## config.mk

```make
export PLATFORM = sky130hd
export DESIGN_NAME = cache_refill_ctrl
export DESIGN_NICKNAME = d
export VERILOG_FILES = /design/src/rtl/cache_refill_ctrl.sv
export SDC_FILE = /design/constraint.sdc
export NUM_CORES = 1
export LEC_CHECK = 0
export BUFFER_PORTS_ARGS = -buffer_cell sky130_fd_sc_hd__buf_2
export CAP_MARGIN = 20
export CORE_AREA = 5 5 270 272
export CTS_BUF_LIST = sky130_fd_sc_hd__clkbuf_16
export CTS_CLUSTER_DIAMETER = 150
export DETAILED_ROUTE_END_ITERATION = 6
export DIE_AREA = 0 0 275 277
export SLEW_MARGIN = 20
export SYNTH_ARGS = -nofsm -noshare
export SYNTH_HDL_FRONTEND = slang
export SYNTH_SLANG_ARGS = --single-unit
```

## constraint.sdc

```tcl
create_clock -name clk -period 7.2 [get_ports clk]
set_input_delay 0.72 -clock clk [delete_from_list [all_inputs] [get_ports clk]]
set_output_delay 0.72 -clock clk [all_outputs]
set_load 0.005 [all_outputs]
```

## src/rtl/cache_refill_ctrl.sv

```systemverilog
// cache_refill_ctrl: services a cache miss by writing back a dirty victim line, then fetching the missing line word by word.
module cache_refill_ctrl #(
    parameter int TAG_W = 24,
    parameter int SET_W = 3,
    parameter int WORDS = 8
) (
    input  logic                  clk,
    input  logic                  reset,
    input  logic                  miss,
    input  logic [31:0]           miss_addr,
    input  logic                  victim_dirty,
    input  logic [TAG_W-1:0]      victim_tag,
    input  logic [32*WORDS-1:0]   victim_line,
    output logic                  busy,
    output logic                  fill_valid,
    output logic [32*WORDS-1:0]   fill_line,
    output logic [TAG_W-1:0]      fill_tag,
    output logic                  mem_req,
    output logic                  mem_we,
    output logic [31:0]           mem_addr,
    output logic [31:0]           mem_wdata,
    input  logic                  mem_ack,
    input  logic [31:0]           mem_rdata
);
    localparam int IDX_W = $clog2(WORDS);
    localparam int OFF_W = IDX_W + 2;
    typedef enum logic [1:0] {IDLE, WB, FILL, DONE} state_t;
    state_t                r_state;
    logic [TAG_W-1:0]      r_tag;
    logic [TAG_W-1:0]      r_vtag;
    logic [SET_W-1:0]      r_set;
    logic [IDX_W-1:0]      r_idx;
    logic [32*WORDS-1:0]   r_victim;
    logic [32*WORDS-1:0]   r_line;
    logic [TAG_W-1:0]      r_fill_tag;
    logic                  r_busy;
    logic                  r_fill_valid;
    logic                  r_mem_req;
    logic                  r_mem_we;
    logic [31:0]           r_mem_addr;
    logic [31:0]           r_mem_wdata;
    logic [IDX_W-1:0]      w_nidx;
    logic                  w_last;
    logic [TAG_W-1:0]      w_cap_tag;
    logic [SET_W-1:0]      w_cap_set;
    assign w_nidx    = r_idx + IDX_W'(1);
    assign w_last    = r_idx == IDX_W'(WORDS - 1);
    assign w_cap_tag = miss_addr[OFF_W+SET_W +: TAG_W];
    assign w_cap_set = miss_addr[OFF_W +: SET_W];
    assign busy       = r_busy;
    assign fill_valid = r_fill_valid;
    assign fill_line  = r_line;
    assign fill_tag   = r_fill_tag;
    assign mem_req    = r_mem_req;
    assign mem_we     = r_mem_we;
    assign mem_addr   = r_mem_addr;
    assign mem_wdata  = r_mem_wdata;
    // Memory-port outputs are loaded one word ahead so they leave the flops with no input-to-output path.
    always_ff @(posedge clk or negedge reset) begin
        if (!reset) begin
            r_state      <= IDLE;
            r_tag        <= '0;
            r_vtag       <= '0;
            r_set        <= '0;
            r_idx        <= '0;
            r_victim     <= '0;
            r_line       <= '0;
            r_fill_tag   <= '0;
            r_busy       <= 1'b0;
            r_fill_valid <= 1'b0;
            r_mem_req    <= 1'b0;
            r_mem_we     <= 1'b0;
            r_mem_addr   <= '0;
            r_mem_wdata  <= '0;
        end else begin
            r_fill_valid <= 1'b0;
            case (r_state)
                IDLE: if (miss) begin
                    r_tag       <= w_cap_tag;
                    r_set       <= w_cap_set;
                    r_vtag      <= victim_tag;
                    r_victim    <= victim_line;
                    r_idx       <= '0;
                    r_busy      <= 1'b1;
                    r_mem_req   <= 1'b1;
                    r_mem_we    <= victim_dirty;
                    r_mem_addr  <= victim_dirty ? {victim_tag, w_cap_set, {IDX_W{1'b0}}, 2'b00}
                                                : {w_cap_tag, w_cap_set, {IDX_W{1'b0}}, 2'b00};
                    r_mem_wdata <= victim_dirty ? victim_line[31:0] : 32'd0;
                    r_state     <= victim_dirty ? WB : FILL;
                end
                WB: if (mem_ack) begin
                    if (w_last) begin
                        r_idx       <= '0;
                        r_mem_we    <= 1'b0;
                        r_mem_addr  <= {r_tag, r_set, {IDX_W{1'b0}}, 2'b00};
                        r_mem_wdata <= 32'd0;
                        r_state     <= FILL;
                    end else begin
                        r_idx       <= w_nidx;
                        r_mem_addr  <= {r_vtag, r_set, w_nidx, 2'b00};
                        r_mem_wdata <= r_victim[{w_nidx, 5'd0} +: 32];
                    end
                end
                FILL: if (mem_ack) begin
                    r_line[{r_idx, 5'd0} +: 32] <= mem_rdata;
                    if (w_last) begin
                        r_idx        <= '0;
                        r_mem_req    <= 1'b0;
                        r_fill_valid <= 1'b1;
                        r_fill_tag   <= r_tag;
                        r_state      <= DONE;
                    end else begin
                        r_idx      <= w_nidx;
                        r_mem_addr <= {r_tag, r_set, w_nidx, 2'b00};
                    end
                end
                DONE: begin
                    r_busy  <= 1'b0;
                    r_state <= IDLE;
                end
                default: r_state <= IDLE;
            endcase
        end
    end
endmodule

```

==> key figures <==
Critical path
  • Endpoint of the lowest-slack register-to-register path: fill_line[201]
  • CP Class: register to register
  • Ordered list of cells on the worst path: inv_4 > ha_1 > ha_1 > and4bb_2 > and3b_2 > mux2_2
  • Cell type of the slowest stage on the worst timing path: dfrtp_2
  • Endpoint type of the worst setup path: register
  • Reg2Reg Launch Point: r_idx[0]
  • Biggest cell delay along the critical path: around 1.1 ns
  • Most used cell, CP: ha_1
  • Critical path peak fanout: 39
  • R2r worst-path depth: 6
  • Data arrival at the endpoint of the critical path: around 4.2 ns
  • Reg-to-reg setup timing slack: 3.46 ns
  • Required time of the critical path: 7.65 ns
  • Kind of start point of the critical path: register

Run status
  • Status: finished clean

STA
  • Worst slew margin: between 10% and 20%
  • Actual transition at the worst max-transition pin: roughly 1.3 ns
  • Max-slew violations: 0
  • Maximum clock rate: 267 MHz
  • Min Tclk post-route: 3.74 ns
  • Setup violation total in the final timing report: 0
  • Setup clock skew after layout: 0.0226 ns
  • RSZ-0062 raised after global routing: false
  • Final Hold Vio Count: 0
  • Aggregate negative setup slack: 0 ns
  • Period utilisation layout: 51.9%

Final layout
  • Share of final-layout standard cells stronger than drive strength 1: 46.0%
  • Final design instance area without fill: 34,700 um2
  • Final Net Count: 3,177
  • Area grow syn2layout: 23.4%

Placement
  • Port Buffers: 689
  • Placement Cell Area: 32,400 um2
  • Weighted congestion at the end of routability-driven global placement: 0.852
  • Placed wire-length estimate: about 60,000 um

Synth
  • Leading register cell type out of synthesis: dfrtp_1
  • Sequential cell area fraction in the yosys report: between 50% and 60%
  • Synthesis-stage register bit count: around 660
  • Top area cells in the synthesized netlist: dfrtp_1 59%, mux2_2 19%, mux2i_1 5.8%, nand2_1 2.5%, o21ai_0 2.2%
  • Synth warnings: 0
  • Count of cell types in the netlist: 43
  • Async SR Flop Fraction: 100%
  • List of most frequent post-synthesis cells: 658 x dfrtp_1, 482 x mux2_2, 189 x nand2_1
  • Complex-gate fraction of the synthesized area: a little under 7%
  • Cell area after synthesis: between 20,000 and 30,000 um2
  • Main combinational cell family by area after synthesis: multiplexers
  • Synthesized area per cell: 12.9 um2
  • Adder-cell share of the synthesized area: less than 1%
  • Post-synthesis simple-gate area fraction: 5.64%
  • Share of Yosys cell area claimed by the top area cell type: 58.5%
  • Mux share of post-synthesis cell area: 25.4%
  • Most instantiated library cell after synthesis: dfrtp_1
  • Xor and xnor area share after synthesis: 0%
  • Area leader, netlist: dfrtp_1
  • Count of flip-flops with a built-in enable after synthesis: 0
  • Number of instances in the synthesized netlist: 2,179

GRT
  • Pin count of the biggest net entering global routing: 173
  • Via count of the first global-routing pass: 21.1k
  • Antenna violations before repair: 47
  • First-pass GRT wire length: 130,000 um
  • GR Util All Layers: 22.1%
  • GRT Residual Overflow: 0

Floorplan
  • Cell Rows: 98
  • Die area: 76,200 um2
  • Top-level I/O count: 697
  • Core box area: about 71,000 um2
  • Starting density of the core: 39.9%
  • Height of the chip: 277 um
  • Chip Width: between 200 and 300 um

Clock tree
  • Buffers from clock root to sink, at most: 3
  • Number of buffers inserted for hold repair after clock tree synthesis: 0
  • Clk slew on worst S/H paths: 0.06 ns
  • Number of CTS-inserted buffers: 73
  • Post-CTS resize count: 0
  • Later-pin clock latency in the skew report: 0.60 ns
  • Clock Sink Count: 658
  • Count of H-tree levels built during CTS: 3
  • CTS tree: done
  • Cell chosen for the clock root: clkbuf_16
  • Post-CTS Setup Inserts: 0

Detailed routing
  • WL per Instance: about 22 um
  • DRC violations left: 0
  • Post-detailed-route count of antenna-violating nets: 0
  • DRT Wirelength: 86,400 um
  • Drt first-iter violations: 1,127
  • First-pass iteration count of the detailed router: 6
  • Vias after detailed routing: 19.9k
  • Vias per Instance: 5.18

Job
  • Maxcap violations: 0

Power
  • Worst vdd ir: approximately 0.0003 V
  • Leakage Power: 16.6 nW
  • Power density over the cells: 443 nW/um2

Hold path
  • Type of the most critical hold path: input pin to async pin
==> state kept, by name, summed over array words and instances (netlist names), 2 cells and up <==
signal,count
fill_line,256
r_idx,3
mem_addr,30
r_victim,256
mem_wdata,32
r_set,3
r_state,2
r_vtag,24
fill_tag,24
r_tag,24
==> power by group <==
part	total (mW)	internal, mW	switching, mW
logic	5.63	2.71	2.92
clock network	3.59	2.09	1.50
registers	6.16	5.28	0.876
==> layer usage <==
metal	up-vias	global-route usage, %	routed length (um)
li1	9021	-	-
met1	9991	26.5	33300
met2	652	37.4	42600
met3	176	7.63	7750
met4	42	6.87	2480
met5	-	0	255
==> cells in the final DEF, fill, tap and decap left out, types with 22 or more instances in the layout <==
cell / instances
mux2_2: 482
and2_1: 32
o21ai_0: 122
inv_1: 58
a22oi_1: 32
a221oi_1: 24
o31ai_1: 34
dfrtp_1: 657
buf_2: 688
clkbuf_16: 73
nor2b_1: 25
buf_4: 22
a211oi_1: 24
nand2_1: 186
nand3_1: 38
a21oi_1: 70
nor2_1: 38
mux2i_1: 162
==> worst max-delay path: cells and delay by family (launching register included) <==
kind / cells / cell delay, ns
flops: 1 / 1.08
buf+inv: 1 / 0.12
simple gates: 2 / 1.25
fa+ha+maj: 2 / 0.68
mux: 1 / 0.42
==> final cells by class <==
class,instances,area (um2)
clock inverters,55,433
fillers,6320,35800
repair buffers,716,3720
multi-input cells,1325,10900
inverters,44,168
well taps,950,1190
clock buffers,73,1830
diodes,20,50.0
flip-flops and latches,658,16500
==> cells by family (layout without fill, tap and decap cells) <==
group | after synthesis | after routing
AOI/OAI and AO/OA | 315 | 315
adders and majority gates | 10 | 10
buffers and inverters | 197 | 888
DFF | 658 | 658
muxes | 653 | 653
other | 1 | 22
and+or+nand+nor | 345 | 345
==> metrics by stage <==
step | power [mW] | utilization, % | hold slack, ns | std cells | setup WS (ns)
after detailed placement | 11.9 | 46.0 | 0.462 | 3693 | 3.37
after global placement | 11.7 | 46.0 | 0.456 | 3693 | 3.52
after global routing | 16.4 | 49.2 | 0.252 | 3832 | 3.24
final | 15.4 | 49.3 | 0.211 | 3841 | 3.46
after floorplan | 9.65 | - | 0.424 | 2180 | 4.76
after CTS | 15.6 | 49.2 | 0.207 | 3821 | 3.36
==> how the worst max path moves through the flow <==
stage | from | endpoint | slack (ns) | cells after the start
3_3_place_gp | r_idx[0] | fill_line[197] | 3.52 | 6
3_5_place_dp | r_idx[0] | fill_line[201] | 3.37 | 6
2_1_floorplan | r_idx[0] | fill_line[111] | 4.76 | 9
4_1_cts | r_idx[0] | fill_line[201] | 3.36 | 6
5_1_grt | r_idx[0] | fill_line[213] | 3.24 | 6
6_report | r_idx[0] | fill_line[201] | 3.46 | 6
No activity file was read; power rests on OpenSTA's default activity.
